--- config.mk ---
export PLATFORM = sky130hd
export DESIGN_NAME = bin_to_ex3_seq
export DESIGN_NICKNAME = d
export VERILOG_FILES = /design/src/rtl/bin_to_ex3_seq.sv
export SDC_FILE = /design/constraint.sdc
export NUM_CORES = 1
export LEC_CHECK = 0
export CAP_MARGIN = 20
export CORE_MARGIN = 3
export CORE_UTILIZATION = 27
export CTS_BUF_LIST = sky130_fd_sc_hd__clkbuf_8
export DETAILED_ROUTE_END_ITERATION = 8
export PLACE_DENSITY = 0.43
export SLEW_MARGIN = 20
export SYNTH_ARGS = -nofsm -noshare
export SYNTH_HDL_FRONTEND = slang
export SYNTH_SLANG_ARGS = --single-unit
--- constraint.sdc ---
create_clock -name clk -period 2 [get_ports clk]
set_input_delay 0.6 -clock clk [delete_from_list [all_inputs] [get_ports clk]]
set_output_delay 0.6 -clock clk [all_outputs]
set_load 0.05 [all_outputs]
--- src/rtl/bin_to_ex3_seq.sv ---
// bin_to_ex3_seq: sequential double-dabble binary to BCD / Excess-3 converter, one bit per clock.
module bin_to_ex3_seq #(
  parameter int W = 8,
  parameter int DIGITS = 3
) (
  input  logic                  clk,
  input  logic                  rst,
  input  logic                  start,
  input  logic [W-1:0]          bin,
  input  logic                  mode,
  output logic                  ready,
  output logic                  valid,
  output logic [4*DIGITS-1:0]   code,
  output logic                  ovf
);
  localparam int CW = 4 * DIGITS;
  localparam int NW = (W > 2) ? $clog2(W) : 1;
  localparam logic [1:0] IDLE = 2'd0;
  localparam logic [1:0] SHIFT = 2'd1;
  localparam logic [1:0] OUT = 2'd2;
  logic [1:0]    state;
  logic [W-1:0]  sr;
  logic [CW-1:0] acc, adj, ex3;
  logic [NW-1:0] cnt;
  logic          mode_q, ovf_acc;
  for (genvar i = 0; i < DIGITS; i++) begin : g_dig
    assign adj[4*i+:4] = (acc[4*i+:4] >= 4'd5) ? acc[4*i+:4] + 4'd3 : acc[4*i+:4];
    assign ex3[4*i+:4] = acc[4*i+:4] + 4'd3;
  end
  assign ready = (state == IDLE);
  always_ff @(posedge clk) begin
    if (rst) begin
      state <= IDLE;
      sr <= '0;
      acc <= '0;
      cnt <= '0;
      mode_q <= 1'b0;
      ovf_acc <= 1'b0;
      code <= '0;
      ovf <= 1'b0;
      valid <= 1'b0;
    end else begin
      valid <= 1'b0;
      case (state)
        IDLE: if (start) begin
          sr <= bin;
          mode_q <= mode;
          acc <= '0;
          ovf_acc <= 1'b0;
          cnt <= '0;
          state <= SHIFT;
        end
        SHIFT: begin
          {acc, sr} <= {adj, sr} << 1;
          ovf_acc <= ovf_acc | adj[CW-1];
          cnt <= cnt + NW'(1);
          if (cnt == NW'(W - 1)) state <= OUT;
        end
        OUT: begin
          code <= mode_q ? ex3 : acc;
          ovf <= ovf_acc;
          valid <= 1'b1;
          state <= IDLE;
        end
        default: state <= IDLE;
      endcase
    end
  end
endmodule

==> results by group, run 1 <==
Placement
  • DPL Wire Length: ~2900 um
  • RePlAce Congestion: 0.7361
  • # port buffers: 26

Global routing
  • Number of global-route vias before repair: 1,406
  • Largest net degree at the start of global routing: 23
  • Grt total ovfl: 0
  • Antenna violations before repair: 0
  • First-pass GRT wire length: ~7000 um
  • GRT Overall Usage: 10.68%

Timing
  • Unrepaired setup endpoints after global routing: false
  • Tightest Pin Transition: 0.5429 ns
  • Min Clock Period, post-route: 1.755 ns
  • Setup violations, final: 0
  • Fmax: 569.7 MHz
  • Final Max Tran Viols: 0
  • WHS: 0.4543 ns
  • Worst Skew: 0.004617 ns
  • Setup TNS: 0 ns
  • Final hold vios: 0
  • Slew HR: a little under two thirds
  • Tcrit/Tclk final: 87.77%

Yosys
  • Post-Syn Area: between 0.0015 and 0.002 mm2
  • Register bit total from synthesis: slightly above 40
  • Most used DFF post-synth: dfxtp_1
  • Post-synth top area cell: dfxtp_1
  • Synth cell types: 35
  • Count leader, synth: dfxtp_1
  • Top post-synthesis cells by area: dfxtp_1 (43%), nand2_1 (5.7%), ha_1 (5.2%)
  • Syn Nets: around 230
  • Sequential share of the synthesized area: a little over two fifths
  • Synth cell count leaders: dfxtp_1 (41), nand2_1 (29), nor2_1 (22)
  • Syn Inst Count: approximately 210
  • Avg Inst Size Synth: 9.055 um2
  • YS warnings: 0
  • Post-synth EDFFs: 0
  • Share of the synthesized area in the top cell type: between 40 and 50%
  • Post-synth ARST share: 0%

Critical path
  • Critical path class: reg2out
  • Nature of the critical path startpoint: flop
  • CP Max Fanout: 6
  • Slowest CP cell: dfxtp_1
  • CP arrival: between 1 and 1.5 ns
  • Worst EP required: about 1.4 ns
  • CP Cell Sequence: nor2_1, buf_12
  • CP max stage delay: 0.36 ns
  • Crit end category: output port

Drt
  • Drt total wl: between 4000 and 5000 um
  • DRC: 0
  • Vias per cell: 4.445
  • Final ANT Viol Nets: 0
  • Initial DRC Count: 69
  • 1st-pass router iterations: 4
  • Detailed-route via count: 1,498
  • DR WL/cell: 12.19 um

Layout
  • Utilization after layout: 34.49%
  • Nets: between 200 and 300
  • Diodes inserted: 0
  • Share of post-route cells with drive strength above 1: 15.77%
  • Area growth syn-to-layout: 23.31%

Clock network
  • Clk sinks: between 40 and 50
  • CTS tree: yes
  • Clock Tree Buf Depth: 2
  • CTS clk-pin slew, worst paths: 0.08 ns
  • Hold buffers post-CTS: 0
  • Post-CTS Setup Repair Bufs: 0
  • Worst skew pair latency: 0.29 ns
  • Cts bufs inserted: 5
  • Root buf cell: clkbuf_8
  • CTS HTree Levels: 2
  • CTS resizes: 0

Pwr
  • Total power: 1.552 mW
  • Peak VDD IR: ~0.00024 V
  • Power Density: roughly 660 mW/mm2
  • LEAKAGE: 0.8793 nW

Flow run
  • Max Cap Viol: 0

Floorplan
  • Die Width: approximately 90 um
  • Area of the die: between 0.008 and 0.009 mm2
  • Die Ht: 90.12 um
  • I/O Pins: 27
  • Std-Cell Rows: 30
  • Starting Density: between 20% and 30%
  • Core area: around 0.0068 mm2

Worst hold path
  • HP Class: reg2reg

Outcome
  • Status: finished, final reports clean
## registers in the layout (all words and copies together), names as in the netlist
name and flops:
ovf_acc 1, ovf 1, state 2, acc 12, sr 8, valid 1, mode_q 1, cnt 3
code 12
## per-stage QoR
step                      std cells  instance area (um2)  setup WS [ns]
final                           337                 2356         0.2447
after detailed placement        330                 2270        0.05695
after global placement          330                 2270        0.09185
after CTS                       337                 2356         0.2370
after global routing            337                 2356         0.1752
after floorplan                 211                 1911         0.3254
## cell type report
| class | instances | area, um2 |
|---|---|---|
| Inverter | 6 | 22.52 |
| Clock inverter | 1 | 3.754 |
| Fill cell | 753 | 4476 |
| Timing Repair Buffer | 37 | 317.8 |
| Clock buffer | 6 | 82.58 |
| Sequential cell | 41 | 820.8 |
| Multi-Input combinational cell | 150 | 988.4 |
| Tap cell | 96 | 120.1 |
## layout by cell type (no fill, tap or decap), types with 5 or more instances in the layout
master | Yosys | routed
dfxtp_1 | 41 | 41
nand2_1 | 29 | 29
buf_4 | 2 | 25
nor2_1 | 22 | 22
clkdlybuf4s50_1 | 0 | 11
a21oi_1 | 9 | 9
xnor2_1 | 9 | 9
a211oi_1 | 9 | 9
ha_1 | 8 | 8
inv_1 | 6 | 7
nand2b_1 | 7 | 7
a22o_1 | 6 | 6
o21ai_0 | 6 | 6
o211ai_1 | 6 | 6
xor2_1 | 6 | 6
clkbuf_8 | 0 | 6
o31ai_1 | 5 | 5
## per-layer routing
layer  up-vias  GRT usage (%)  wire length [um]
met1       662          14.83              2123
met5         -              0                 0
met4         0          4.209                53
li1        798              -                 -
met3         5          3.096               168
met2        33          15.49              1763
## path summary, 6_finish.rpt
kind | startpoint | endpoint | slack (ns) | cells after the start
worst max-delay path | state[0] | ready | 0.24 | 2
worst min-delay path | code[1] | code[1] | 0.45 | 2
worst max register to register | acc[9] | acc[10] | 0.43 | 6
worst min register to register | code[1] | code[1] | 0.45 | 2
## cell families (layout without fill, tap and decap cells)
kind of cell	count (synthesis)	count (layout)	synth area share [%]
and+or+nand+nor	69	69	15.85
AOI/OAI and AO/OA	54	54	21.61
DFF	41	41	42.96
buffers and inverters	20	50	5.304
xor gates and xnor gates	15	15	6.876
adders and majority gates	8	8	5.239
muxes	4	4	2.161
## where the power goes
group	internal, mW	switching, mW	total [mW]
clock network	0.269	0.273	0.542
logic	0.0747	0.0834	0.158
registers	0.836	0.0161	0.852
total	1.18	0.373	1.55
## worst max-delay path, delay by kind of cell, from the launching register on
kind | cells | cell delay (ns)
flops | 1 | 0.36
simple gates | 1 | 0.32
buf+inv | 1 | 0.19
No activity file was read; power rests on OpenSTA's default activity.
==> run 2, diff against run 1 <==
--- a/config.mk
+++ b/config.mk
@@ -10,7 +10,8 @@
 export CORE_UTILIZATION = 27
 export CTS_BUF_LIST = sky130_fd_sc_hd__clkbuf_8
 export DETAILED_ROUTE_END_ITERATION = 8
-export PLACE_DENSITY = 0.43
+export DONT_BUFFER_PORTS = 1
+export PLACE_DENSITY = 0.38
 export SLEW_MARGIN = 20
 export SYNTH_ARGS = -nofsm -noshare
 export SYNTH_HDL_FRONTEND = slang
==> run 2 against run 1 <==
Power grew 14%. Routed wire length is 2.8% higher. Via count fell by 1.8%. Core utilization is 3.0 points lower. Global-route usage grew 0.16 points. Sequential cell count did not move. Sequential power about the same. Maximum frequency grew 11%. Register-to-register slack hardly changed.
==> results by group, run 2 (synthesized netlist as in run 1, its figures left out) <==
Critical path
  • CP Max Fanout: 6 (unchanged)
  • Worst R2R Path Depth: 6 (unchanged)
  • Worst R2R Setup Slack: 0.42 ns (about the same)
  • CP arrival: 0.98 ns (-0.18 ns)
  • CP Cell Sequence: nor2_1, buf_4
  • CP max stage delay: 0.35 ns (about the same)
  • Critical path class: reg2out
  • Nature of the critical path startpoint: flop
  • Crit end category: output port
  • Worst EP required: 1.40 ns (about the same)
  • Slowest CP cell: dfxtp_1
  • FF-to-FF Start: acc[1]
  • Worst r2r dst: acc[2]

Clock network
  • Root buf cell: clkbuf_8
  • CTS tree: yes
  • Clock Tree Buf Depth: 2 (unchanged)
  • Cts bufs inserted: 5 (unchanged)
  • Worst skew pair latency: 0.30 ns (about the same)
  • CTS clk-pin slew, worst paths: 0.09 ns (about the same)
  • Post-CTS Setup Repair Bufs: 0 (unchanged)
  • Hold buffers post-CTS: 0 (unchanged)
  • CTS resizes: 0 (unchanged)
  • CTS HTree Levels: 2 (unchanged)
  • Clk sinks: 41 (unchanged)

Layout
  • Sequential Area: 820.8 um2 (unchanged)
  • Utilization after layout: 31.52% (-3.0 points)
  • Share of post-route cells with drive strength above 1: 10.75% (-5.0 points)
  • Fillcell total: 753 (unchanged)
  • Non-filler cells, final: 310 (-8.0%)
  • Diodes inserted: 0 (unchanged)
  • Most common cell after layout, fill and taps aside: dfxtp_1
  • Regs by FF count: acc x12, code x12, sr x8
  • Nets: 233 (-11%)
  • Area occupied by multi-input gates: 988.4 um2 (unchanged)
  • Area growth syn-to-layout: 12.70%
  • Most frequent cells in the layout: dfxtp_1 (41), nand2_1 (29), nor2_1 (22)
  • Design area: 0.002153 mm2 (-8.6%)

Timing
  • WHS: 0.3580 ns (-0.09635 ns)
  • Unrepaired setup endpoints after global routing: false
  • Fmax: 633.0 MHz (+11%)
  • Final setup margin: 0.4201 ns (+0.1755 ns)
  • Tightest Pin Transition: 0.5217 ns (-0.02122 ns)
  • Setup TNS: 0 ns (unchanged)
  • Worst Skew: 0.008594 ns (+0.003977 ns)
  • Setup violations, final: 0 (unchanged)
  • Min Clock Period, post-route: 1.580 ns (-0.1755 ns)
  • Slew HR: 65.17% (+1.5 points)
  • Tcrit/Tclk final: 78.99% (-8.8 points)
  • Final hold vios: 0 (unchanged)
  • Final Max Tran Viols: 0 (unchanged)

Drt
  • Metal3 WL: 185 um (+10%)
  • DRC: 0 (unchanged)
  • Drt total wl: 4225 um (+2.8%)
  • DR WL/cell: 13.63 um (+12%)
  • Met1 wire length: 1985 um (-6.5%)
  • Met2 Wirelength: 1949 um (+11%)
  • 1st-pass router iterations: 4 (unchanged)
  • Final ANT Viol Nets: 0 (unchanged)
  • Vias per cell: 4.745 (+6.8%)
  • Detailed-route via count: 1,471 (-1.8%)
  • Initial DRC Count: 30 (-57%)
  • Top Layer Used: met4

Global routing
  • GRT Overall Usage: 10.84% (+0.16 points)
  • Largest net degree at the start of global routing: 33 (+43%)
  • Grt total ovfl: 0 (unchanged)
  • Number of global-route vias before repair: 1,532 (+9.0%)
  • Antenna violations before repair: 0 (unchanged)
  • First-pass GRT wire length: 7141 um (+2.4%)

Worst hold path
  • Endpoint, Worst Hold: code[5]
  • Hold Path Cell Cnt: 1 (-1)
  • Hold wc startpoint: rst
  • HP Class: in2reg

Outcome
  • Status: finished, final reports clean

Pwr
  • Total power: 1.766 mW (+14%)
  • Power Density: 820.0 mW/mm2 (+24%)
  • LEAKAGE: 0.7613 nW (-13%)
  • Peak VDD IR: 0.0004236 V (+73%)

Floorplan
  • Die Width: 90.12 um (unchanged)
  • Starting Density: 27.97% (unchanged)
  • Die Ht: 90.12 um (unchanged)
  • I/O Pins: 27 (unchanged)
  • Core area: 0.006832 mm2 (unchanged)
  • Std-Cell Rows: 30 (unchanged)
  • Area of the die: 0.008122 mm2 (unchanged)

Placement
  • RePlAce Congestion: 0.7311 (-0.68%)
  • Placed cell count: 302 (-8.5%)
  • # port buffers: 0 (-100%)
  • Placement Cell Area: 0.002019 mm2 (-11%)
  • DPL Wire Length: 2901 um (-1.7%)
  • Dpl ws: 0.4311 ns (+0.3742 ns)

Flow run
  • Max Cap Viol: 0 (unchanged)
==> run 2: worst max-delay path, delay by kind of cell (launching register included) <==
| family | cells | cell delay (ns) |
|---|---|---|
| and+or+nand+nor | 1 | 0.12 |
| DFF | 1 | 0.35 |
| buffers and inverters | 1 | 0.22 |
==> run 2: worst max path at each step <==
stage,end,startpoint,slack [ns]
floorplan,ready,state[0],0.33
global placement,acc[2],acc[0],0.48
detailed placement,acc[2],acc[0],0.43
CTS,ready,state[0],0.42
global route,acc[2],acc[0],0.26
finish,ready,state[0],0.42
==> run 2: per-layer routing <==
layer / track usage (%) / vias to the layer above
li1: - / 739
met1: 11.95 / 697
met2: 18.36 / 26
met3: 3.515 / 9
met4: 5.995 / 0
met5: 0 / -
==> run 2: final cells by class <==
| class | instances | share of cell area (%) |
|---|---|---|
| Multi-Input combinational cell | 150 | 45.90 |
| Tap cell | 96 | 5.578 |
| Clock inverter | 3 | 3.021 |
| Clock buffer | 5 | 3.196 |
| Timing Repair Buffer | 9 | 3.138 |
| Inverter | 6 | 1.046 |
| Sequential cell | 41 | 38.12 |
==> run 2: power breakdown <==
part           leakage (nW)  internal, mW  switching, mW
clock network        0.0681         0.496          0.301
registers             0.333         0.836         0.0168
logic                 0.360        0.0481         0.0677
